===== src/rtl/vga_sync_rx.sv =====
// vga_sync_rx: recovers pixel/line counters from active-low VGA syncs,
// measures line, frame and pulse widths, and reports lock when the timing
// matches the expected mode for LOCK_FRAMES consecutive frames.
module vga_sync_rx #(
    parameter int unsigned EXP_HTOTAL  = 800,
    parameter int unsigned EXP_VTOTAL  = 525,
    parameter int unsigned EXP_HSW     = 96,
    parameter int unsigned EXP_VSW     = 2,
    parameter int unsigned LOCK_FRAMES = 2
) (
    input  logic       pck,
    input  logic       rst,
    input  logic       vga_hs,
    input  logic       vga_vs,
    output logic [9:0] hcnt,
    output logic [9:0] vcnt,
    output logic [9:0] h_total,
    output logic [9:0] v_total,
    output logic [9:0] hs_width,
    output logic [9:0] vs_width,
    output logic       locked,
    output logic       frame_pulse,
    output logic       err_pulse
);

    localparam int unsigned CW = 10;
    localparam int unsigned GW = 4;
    localparam logic [CW-1:0] CMAX   = '1;
    localparam logic [CW-1:0] HT_E   = CW'(EXP_HTOTAL);
    localparam logic [CW-1:0] VT_E   = CW'(EXP_VTOTAL);
    localparam logic [CW-1:0] HSW_E  = CW'(EXP_HSW);
    localparam logic [CW-1:0] VSW_E  = CW'(EXP_VSW);
    localparam logic [GW-1:0] LOCK_N = GW'(LOCK_FRAMES);

    localparam logic [1:0] ST_SEARCH = 2'd0;
    localparam logic [1:0] ST_CHECK  = 2'd1;
    localparam logic [1:0] ST_LOCKED = 2'd2;

    function automatic logic [CW-1:0] sat_inc(input logic [CW-1:0] v);
        return (v == CMAX) ? v : v + CW'(1);
    endfunction

    logic          r_hs_q;
    logic          r_vs_line;
    logic [CW-1:0] r_hs_low;
    logic [CW-1:0] r_vs_low;
    logic          r_frame_bad;
    logic [1:0]    r_state;
    logic [GW-1:0] r_good;

    logic          w_hs_fall;
    logic          w_hs_rise;
    logic          w_vs_fall;
    logic          w_vs_rise;
    logic [CW-1:0] w_hcnt_inc;
    logic [CW-1:0] w_vcnt_inc;
    logic [CW-1:0] w_hsl_inc;
    logic [CW-1:0] w_vsl_inc;
    logic          w_sync_lost;
    logic          w_frame_ok;
    logic          w_chk_fail;
    logic [1:0]    w_state_nxt;
    logic [GW-1:0] w_good_nxt;
    logic          w_locked_nxt;
    logic          w_err_nxt;

    // vs is only looked at on hs falling edges, so it is line-qualified
    assign w_hs_fall   = r_hs_q & ~vga_hs;
    assign w_hs_rise   = ~r_hs_q & vga_hs;
    assign w_vs_fall   = w_hs_fall & r_vs_line & ~vga_vs;
    assign w_vs_rise   = w_hs_fall & ~r_vs_line & vga_vs;
    assign w_hcnt_inc  = sat_inc(hcnt);
    assign w_vcnt_inc  = sat_inc(vcnt);
    assign w_hsl_inc   = sat_inc(r_hs_low);
    assign w_vsl_inc   = sat_inc(r_vs_low);
    assign w_sync_lost = (hcnt == CMAX);
    assign w_frame_ok  = ~r_frame_bad & (w_vcnt_inc == VT_E) & (w_hcnt_inc == HT_E);
    assign w_chk_fail  = (w_hs_fall & (w_hcnt_inc != HT_E))
                       | (w_hs_rise & (w_hsl_inc != HSW_E))
                       | (w_vs_rise & (r_vs_low != VSW_E));

    // Sync edge history
    always_ff @(posedge pck or posedge rst) begin
        if (rst) begin
            r_hs_q    <= 1'b1;
            r_vs_line <= 1'b1;
        end else begin
            r_hs_q <= vga_hs;
            if (w_hs_fall) r_vs_line <= vga_vs;
        end
    end

    // Pixel counter and line length
    always_ff @(posedge pck or posedge rst) begin
        if (rst) begin
            hcnt    <= '0;
            h_total <= '0;
        end else if (w_hs_fall) begin
            hcnt    <= '0;
            h_total <= w_hcnt_inc;
        end else begin
            hcnt    <= w_hcnt_inc;
        end
    end

    // hs low-time measurement
    always_ff @(posedge pck or posedge rst) begin
        if (rst) begin
            r_hs_low <= '0;
            hs_width <= '0;
        end else begin
            if (w_hs_fall)   r_hs_low <= '0;
            else if (!vga_hs) r_hs_low <= w_hsl_inc;
            if (w_hs_rise)   hs_width <= w_hsl_inc;
        end
    end

    // Line counter and frame length
    always_ff @(posedge pck or posedge rst) begin
        if (rst) begin
            vcnt    <= '0;
            v_total <= '0;
        end else if (w_vs_fall) begin
            vcnt    <= '0;
            v_total <= w_vcnt_inc;
        end else if (w_hs_fall) begin
            vcnt    <= w_vcnt_inc;
        end
    end

    // vs low-time in lines; the line that sees vs fall is the first low line
    always_ff @(posedge pck or posedge rst) begin
        if (rst) begin
            r_vs_low <= '0;
            vs_width <= '0;
        end else begin
            if (w_vs_fall)                 r_vs_low <= CW'(1);
            else if (w_hs_fall && !vga_vs) r_vs_low <= w_vsl_inc;
            if (w_vs_rise)                 vs_width <= r_vs_low;
        end
    end

    // Sticky per-frame error flag, restarted at each frame boundary
    always_ff @(posedge pck or posedge rst) begin
        if (rst)            r_frame_bad <= 1'b0;
        else if (w_vs_fall) r_frame_bad <= 1'b0;
        else if (w_chk_fail) r_frame_bad <= 1'b1;
    end

    // Lock FSM state and registered status outputs
    always_ff @(posedge pck or posedge rst) begin
        if (rst) begin
            r_state     <= ST_SEARCH;
            r_good      <= '0;
            locked      <= 1'b0;
            err_pulse   <= 1'b0;
            frame_pulse <= 1'b0;
        end else begin
            r_state     <= w_state_nxt;
            r_good      <= w_good_nxt;
            locked      <= w_locked_nxt;
            err_pulse   <= w_err_nxt;
            frame_pulse <= w_vs_fall;
        end
    end

    // Lock FSM next state; a saturated hcnt overrides any edge activity
    always_comb begin
        w_state_nxt  = r_state;
        w_good_nxt   = r_good;
        w_locked_nxt = locked;
        w_err_nxt    = 1'b0;
        if (w_sync_lost) begin
            w_state_nxt  = ST_SEARCH;
            w_good_nxt   = '0;
            w_locked_nxt = 1'b0;
        end else if (w_vs_fall) begin
            case (r_state)
                ST_SEARCH: begin
                    w_state_nxt = ST_CHECK;
                    w_good_nxt  = '0;
                end
                ST_CHECK: begin
                    if (w_frame_ok) begin
                        w_good_nxt = r_good + GW'(1);
                        if (r_good + GW'(1) == LOCK_N) begin
                            w_state_nxt  = ST_LOCKED;
                            w_locked_nxt = 1'b1;
                        end
                    end else begin
                        w_good_nxt = '0;
                    end
                end
                ST_LOCKED: begin
                    if (!w_frame_ok) begin
                        w_state_nxt  = ST_CHECK;
                        w_good_nxt   = '0;
                        w_locked_nxt = 1'b0;
                        w_err_nxt    = 1'b1;
                    end
                end
                default: begin
                    w_state_nxt  = ST_SEARCH;
                    w_good_nxt   = '0;
                    w_locked_nxt = 1'b0;
                end
            endcase
        end
    end

endmodule


===== config.mk =====
export PLATFORM = sky130hd
export DESIGN_NAME = vga_sync_rx
export DESIGN_NICKNAME = d
export VERILOG_FILES = /design/src/rtl/vga_sync_rx.sv
export SDC_FILE = /design/constraint.sdc
export NUM_CORES = 1
export LEC_CHECK = 0
export BUFFER_PORTS_ARGS = -buffer_cell sky130_fd_sc_hd__buf_2
export CELL_PAD_IN_SITES_DETAIL_PLACEMENT = 0
export CELL_PAD_IN_SITES_GLOBAL_PLACEMENT = 1
export CORE_MARGIN = 3
export CORE_UTILIZATION = 48
export CTS_CLUSTER_SIZE = 24
export DETAILED_ROUTE_END_ITERATION = 6
export PLACE_DENSITY_LB_ADDON = 0.1
export SLEW_MARGIN = 5
export SYNTH_ARGS = -nofsm -noshare
export SYNTH_HDL_FRONTEND = slang
export SYNTH_SLANG_ARGS = --single-unit

===== constraint.sdc =====
create_clock -name pck -period 3.95 [get_ports pck]
set_input_delay 0.1975 -clock pck [delete_from_list [all_inputs] [get_ports pck]]
set_output_delay 0.1975 -clock pck [all_outputs]
set_load 0.1 [all_outputs]

### Yosys cells after proc, flatten, opt, wreduce, memory -nomap -nowiden

Cells that the tools add are included.

* bitwise operators: 18
* reductions and logical operators: 11
* equal/unequal tests: 18
* muxes and demuxes: 34
* add/subtract/negate cells: 5

Operator list (number)
* $mux W10: 11
* $eq A10 B10 Y1 const B: 6
* $add A10 B1 Y10 const B: 4
* $mux W4: 4
* $and A1 B1 Y1: 11
* $mux W1: 11
* $mux W2: 5
* $ne A10 B10 Y1 const B: 1
* $ne A10 B2 Y1 const B: 1
* $ne A10 B7 Y1 const B: 1
* $ne A3 B3 Y1 const B: 3
* $pmux W4 S2: 1
* $reduce_bool A2 Y1: 4
* $pmux W2 S3: 1
* $not A1 Y1: 5
* $reduce_and A5 Y1: 1
* $add A4 B1 Y4 const B: 1
* $eq A4 B2 Y1 const B: 1
* $ne A2 B2 Y1 const B: 2
* $reduce_and A2 Y1: 2
* $reduce_and A4 Y1: 1
* $pmux W1 S3: 1
* $eq A2 B1 Y1 const B: 1
* $eq A2 B2 Y1 const B: 1
* other kinds (5): 6

* output and inout bits: 63
* bits in registers: 92
* logic and storage cells: 102

### Depth between registers and ports, before layout

* depth after elaboration: 9
* mapped depth: 9
* depth with buffers taken out: 8

### Worst setup path after synthesis

Ideal clock, no wire load.

* path kind: reg-to-reg
* from: register vcnt[1]
* to: register r_good[2]
* period minus slack after synthesis: 3.035 ns
* stages on the path, launching flop included: 9
* arrival time: 2.970 ns
* path slack: 0.915 ns
* path buffers: 0
* cell sequence: dfrtp_1 > ha_1 > or3b_1 > nor4_1 > o21ai_0 > nor4_4 > nand4_2 > nor3b_1 > a211o_1

* cells in the longest elaborated chain, start to end: 9
* elaborated cells between the ends (all ways): 12
* classes of those cells: add/sub (1); eq/ne (3); mux (5); bitwise (2); reduce/logical (1)

RTL lines
* start, declared: RTL line 16 `output logic [9:0] vcnt,`
* start signal, assigned: RTL line 127 `vcnt <= w_vcnt_inc;`
* $add A10 B1 Y10 or $eq A10 B10 Y1 (tied branches): RTL line 40 `return (v == CMAX) ? v : v + CW'(1);`
* $mux W10 *: RTL line 40
* $eq A10 B10 Y1 *: RTL line 77 `assign w_frame_ok = ~r_frame_bad & (w_vcnt_inc == VT_E) & (w_hcnt_inc == HT_E);`
* $and A1 B1 Y1 * (2 in a row): RTL line 77
* $mux W4: RTL line 184 `if (w_frame_ok) begin`
* $pmux W4 S2: RTL line 178 `case (r_state)`
* $mux W4: RTL line 177 `end else if (w_vs_fall) begin`
* $mux W4: RTL line 173 `if (w_sync_lost) begin`
* end signal, assigned: RTL line 160 `r_good <= w_good_nxt;`
* end, declared: RTL line 49 `logic [GW-1:0] r_good;`

Mark *: on every way between the ends. The rest lies on a longest branch, timed or not. The select of a mux whose other input is x is not followed.
A chain may end at the register's enable or synchronous reset.

### Worst setup path after layout

* from: register vcnt[0]
* to: register r_good[2]

Same word-level chain as after synthesis.

==> metrics.yaml <==
status: "finished clean"
clockBufferDepth: 2
reg2regPathDepth: 8
ys_async_sr_fraction: 1.00
yosysMostFrequentCell: "dfrtp_1"
synth_area_mm2: 0.00472
hold_viol: 0
io_pins: 67
synth_cells: 496
required_ns: 4.25
synth_common_cells: "90 x dfrtp_1, 71 x nand2_1, 48 x nor2_1, 48 x o21ai_0"
drc_errors: 0
rsz0062_at_grt: "no"
gp_congestion: 0.889
synth-edff-count: 0
power.density_mw_per_mm2: 588
ir_drop_mv: 0.463
holdPathEnd: "r_vs_line$_DFFE_PP1P_"
antenna_cells: 0
cp-start-kind: "flop"
rows: 35
top_usage_layer: "met2"
grt_max_degree: 34
antenna_left: 0
cts_inserted_buffers: 9
h-tree-depth: 3
clk_pin_slew_worst_paths_ns: 0.11
grt_util_all_layers: 0.194
critical_path_arrival_ns: 3.01
overflow: 0
cts_tree: "done"
dpl.hpwl_um: 7420
setup_tns_ns: 0
synth_area_per_cell_um2: 9.52
die_area_mm2: 0.0111
p_leak_nw: 2.56
route.final.wire_length_um: 10500
initial_core_util: 0.502
synth.distinct_cells: 63
grt_pass1_vias: 3710
preCtsSetupSlack_ns: 1.26
fin_nets: 567
fmax_mhz: 368
fin_ws_ns: 1.23
insertion_delay_ns: 0.36
maxSlewHeadroom: 0.551
routedWlPerCell_um: 15.3
hold_ws_ns: 0.0381
grt_pass1_wl_um: 17900
via_per_inst: 5.66
io_buffers: 66
cts_sinks: 92
synth-main-ff-cell: "dfrtp_1"
drive_gt1_frac: 0.216
netlist.area_leader.share: 0.477
r2r-end: "r_good[2]$_DFFE_PP0P_"
vias: 3908
cap_violations: 0
die_w_um: 105
synth.net_count: 507
grt_util_met3: 0.0253
hp-class: "input pin to flop"
coreArea_mm2: 0.00942
root_buffer: "clkbuf_8"
fp.dieH_um: 105
yosysSeqAreaShare: 0.488
setup_viol: 0
gr-usage-met2: 0.311
syn_to_final_growth_pct: 14.5
r2r_start: "vcnt[0]$_DFFE_PP0P_"
ys_seq_elements: 92
period_needed_ns: 2.72
yosysWarnings: 0
worst_pin_slew_ns: 0.673
cp-end-kind: "flop"
met1_usage: 0.276
yosys.area.top_type: "dfrtp_1"
antenna_found_initial: 0
hold_path_depth: 3
synth_area_leaders: "dfrtp_1 48%, nand2_1 5.6%, o21ai_0 5.1%, nor2_1 3.8%, mux2_2 3.1%"
drtIter0Drc: 141
min_from: "vga_vs"
drtPass1Iterations: 4
cts_setup_buffers: 0
report.final.slew_viol_count: 0
r2r_setup_slack_ns: 1.23
crit_type: "flop to flop"
finClkSkew_ns: 0.0181
fin_crit_sh: 0.688
critPathMaxFanout: 10
## worst max-delay path, cell delays in order (launching register included)
cell,delay (ns)
dfrtp_1,0.50
ha_1,0.37
or3b_1,0.35
nor4_1,0.29
o21ai_0,0.22
nor4_4,0.33
nand4_2,0.22
nor3b_1,0.25
a211o_1,0.12
## placed cells by master, fill, tap and decap left out, types with 4 or more instances in the layout
| cell | synthesis | routed |
|---|---|---|
| nor3b_1 | 6 | 6 |
| clkbuf_8 | 0 | 9 |
| inv_1 | 8 | 7 |
| a21oi_1 | 21 | 21 |
| xnor2_1 | 5 | 5 |
| o31ai_1 | 5 | 5 |
| a31oi_1 | 8 | 8 |
| and4_1 | 4 | 4 |
| and3_1 | 10 | 10 |
| buf_2 | 1 | 66 |
| nand2b_1 | 6 | 6 |
| nand4_1 | 13 | 13 |
| nor3_1 | 7 | 7 |
| and2_1 | 4 | 4 |
| ha_1 | 7 | 7 |
| or3_1 | 5 | 5 |
| xor2_1 | 10 | 10 |
| buf_4 | 1 | 7 |
| nand3_1 | 11 | 11 |
| a21o_1 | 4 | 4 |
| nand2_1 | 71 | 71 |
| o21ai_0 | 48 | 48 |
| a211oi_1 | 5 | 5 |
| dfrtp_1 | 90 | 90 |
| mux2_2 | 13 | 13 |
| mux2i_1 | 7 | 7 |
| nor2_1 | 48 | 48 |
## logic make-up after synthesis
logic type                 synth area share
xor gates and xnor gates             0.0278
muxes                                0.0458
DFF                                   0.488
AOI/OAI and AO/OA                     0.157
adders and majority gates            0.0185
and+or+nand+nor                       0.236
buffers and inverters                0.0273
## final cells by class
class                           count  area (um2)
Clock buffer                        9         124
Clock inverter                      7         106
Fill cell                         864        4010
Inverter                            8        31.3
Multi-Input combinational cell    371        2290
Sequential cell                    92        2300
Tap cell                          129         161
Timing Repair Buffer               74         393
## where the power goes
| group | internal [W] | switching [W] | total (W) |
|---|---|---|---|
| clock | 0.000369 | 0.000364 | 0.000733 |
| combinational | 0.000215 | 0.000989 | 0.00120 |
| sequential | 0.00107 | 0.000171 | 0.00124 |
## registers in the layout (all words and copies together) (netlist names), 2 cells and up
name      count
h_total      10
hcnt         10
hs_width     10
r_hs_low     10
r_vs_low     10
v_total      10
vcnt         10
vs_width     10
r_good        4
r_state       2
## through the flow
stage / instances / instance area [um2] / power, W / util
floorplan: 496 / 4720 / 0.00226 / -
global placement: 673 / 5170 / 0.00245 / 0.549
detailed placement: 673 / 5170 / 0.00247 / 0.549
CTS: 690 / 5410 / 0.00320 / 0.574
global route: 690 / 5410 / 0.00333 / 0.574
finish: 690 / 5410 / 0.00318 / 0.574
## layer usage
layer,part of all wire,vias up
met4,0.0094,0
met1,0.48,1892
met2,0.48,94
met3,0.039,8
met5,0,-
li1,-,1914
## how the worst max path moves through the flow
stage                        startpoint                     to  cells past startpoint
finish              vcnt[0]$_DFFE_PP0P_  r_good[2]$_DFFE_PP0P_                      8
detailed placement  vcnt[0]$_DFFE_PP0P_  r_good[2]$_DFFE_PP0P_                      8
global placement    vcnt[0]$_DFFE_PP0P_  r_good[2]$_DFFE_PP0P_                      8
global route          hcnt[0]$_DFF_PP0_     locked$_DFFE_PP0P_                      8
CTS                 vcnt[0]$_DFFE_PP0P_  r_good[2]$_DFFE_PP0P_                      8
floorplan           vcnt[1]$_DFFE_PP0P_  r_good[2]$_DFFE_PP0P_                      8
## timing repair
action / in CTS / in global routing
setup endpoints to repair: 0 / 0
gates resized for setup: 0 / 0
hold buffers: 1 / 0
endpoints found under the hold margin: 29 / 0
No activity file was read; power rests on OpenSTA's default activity.
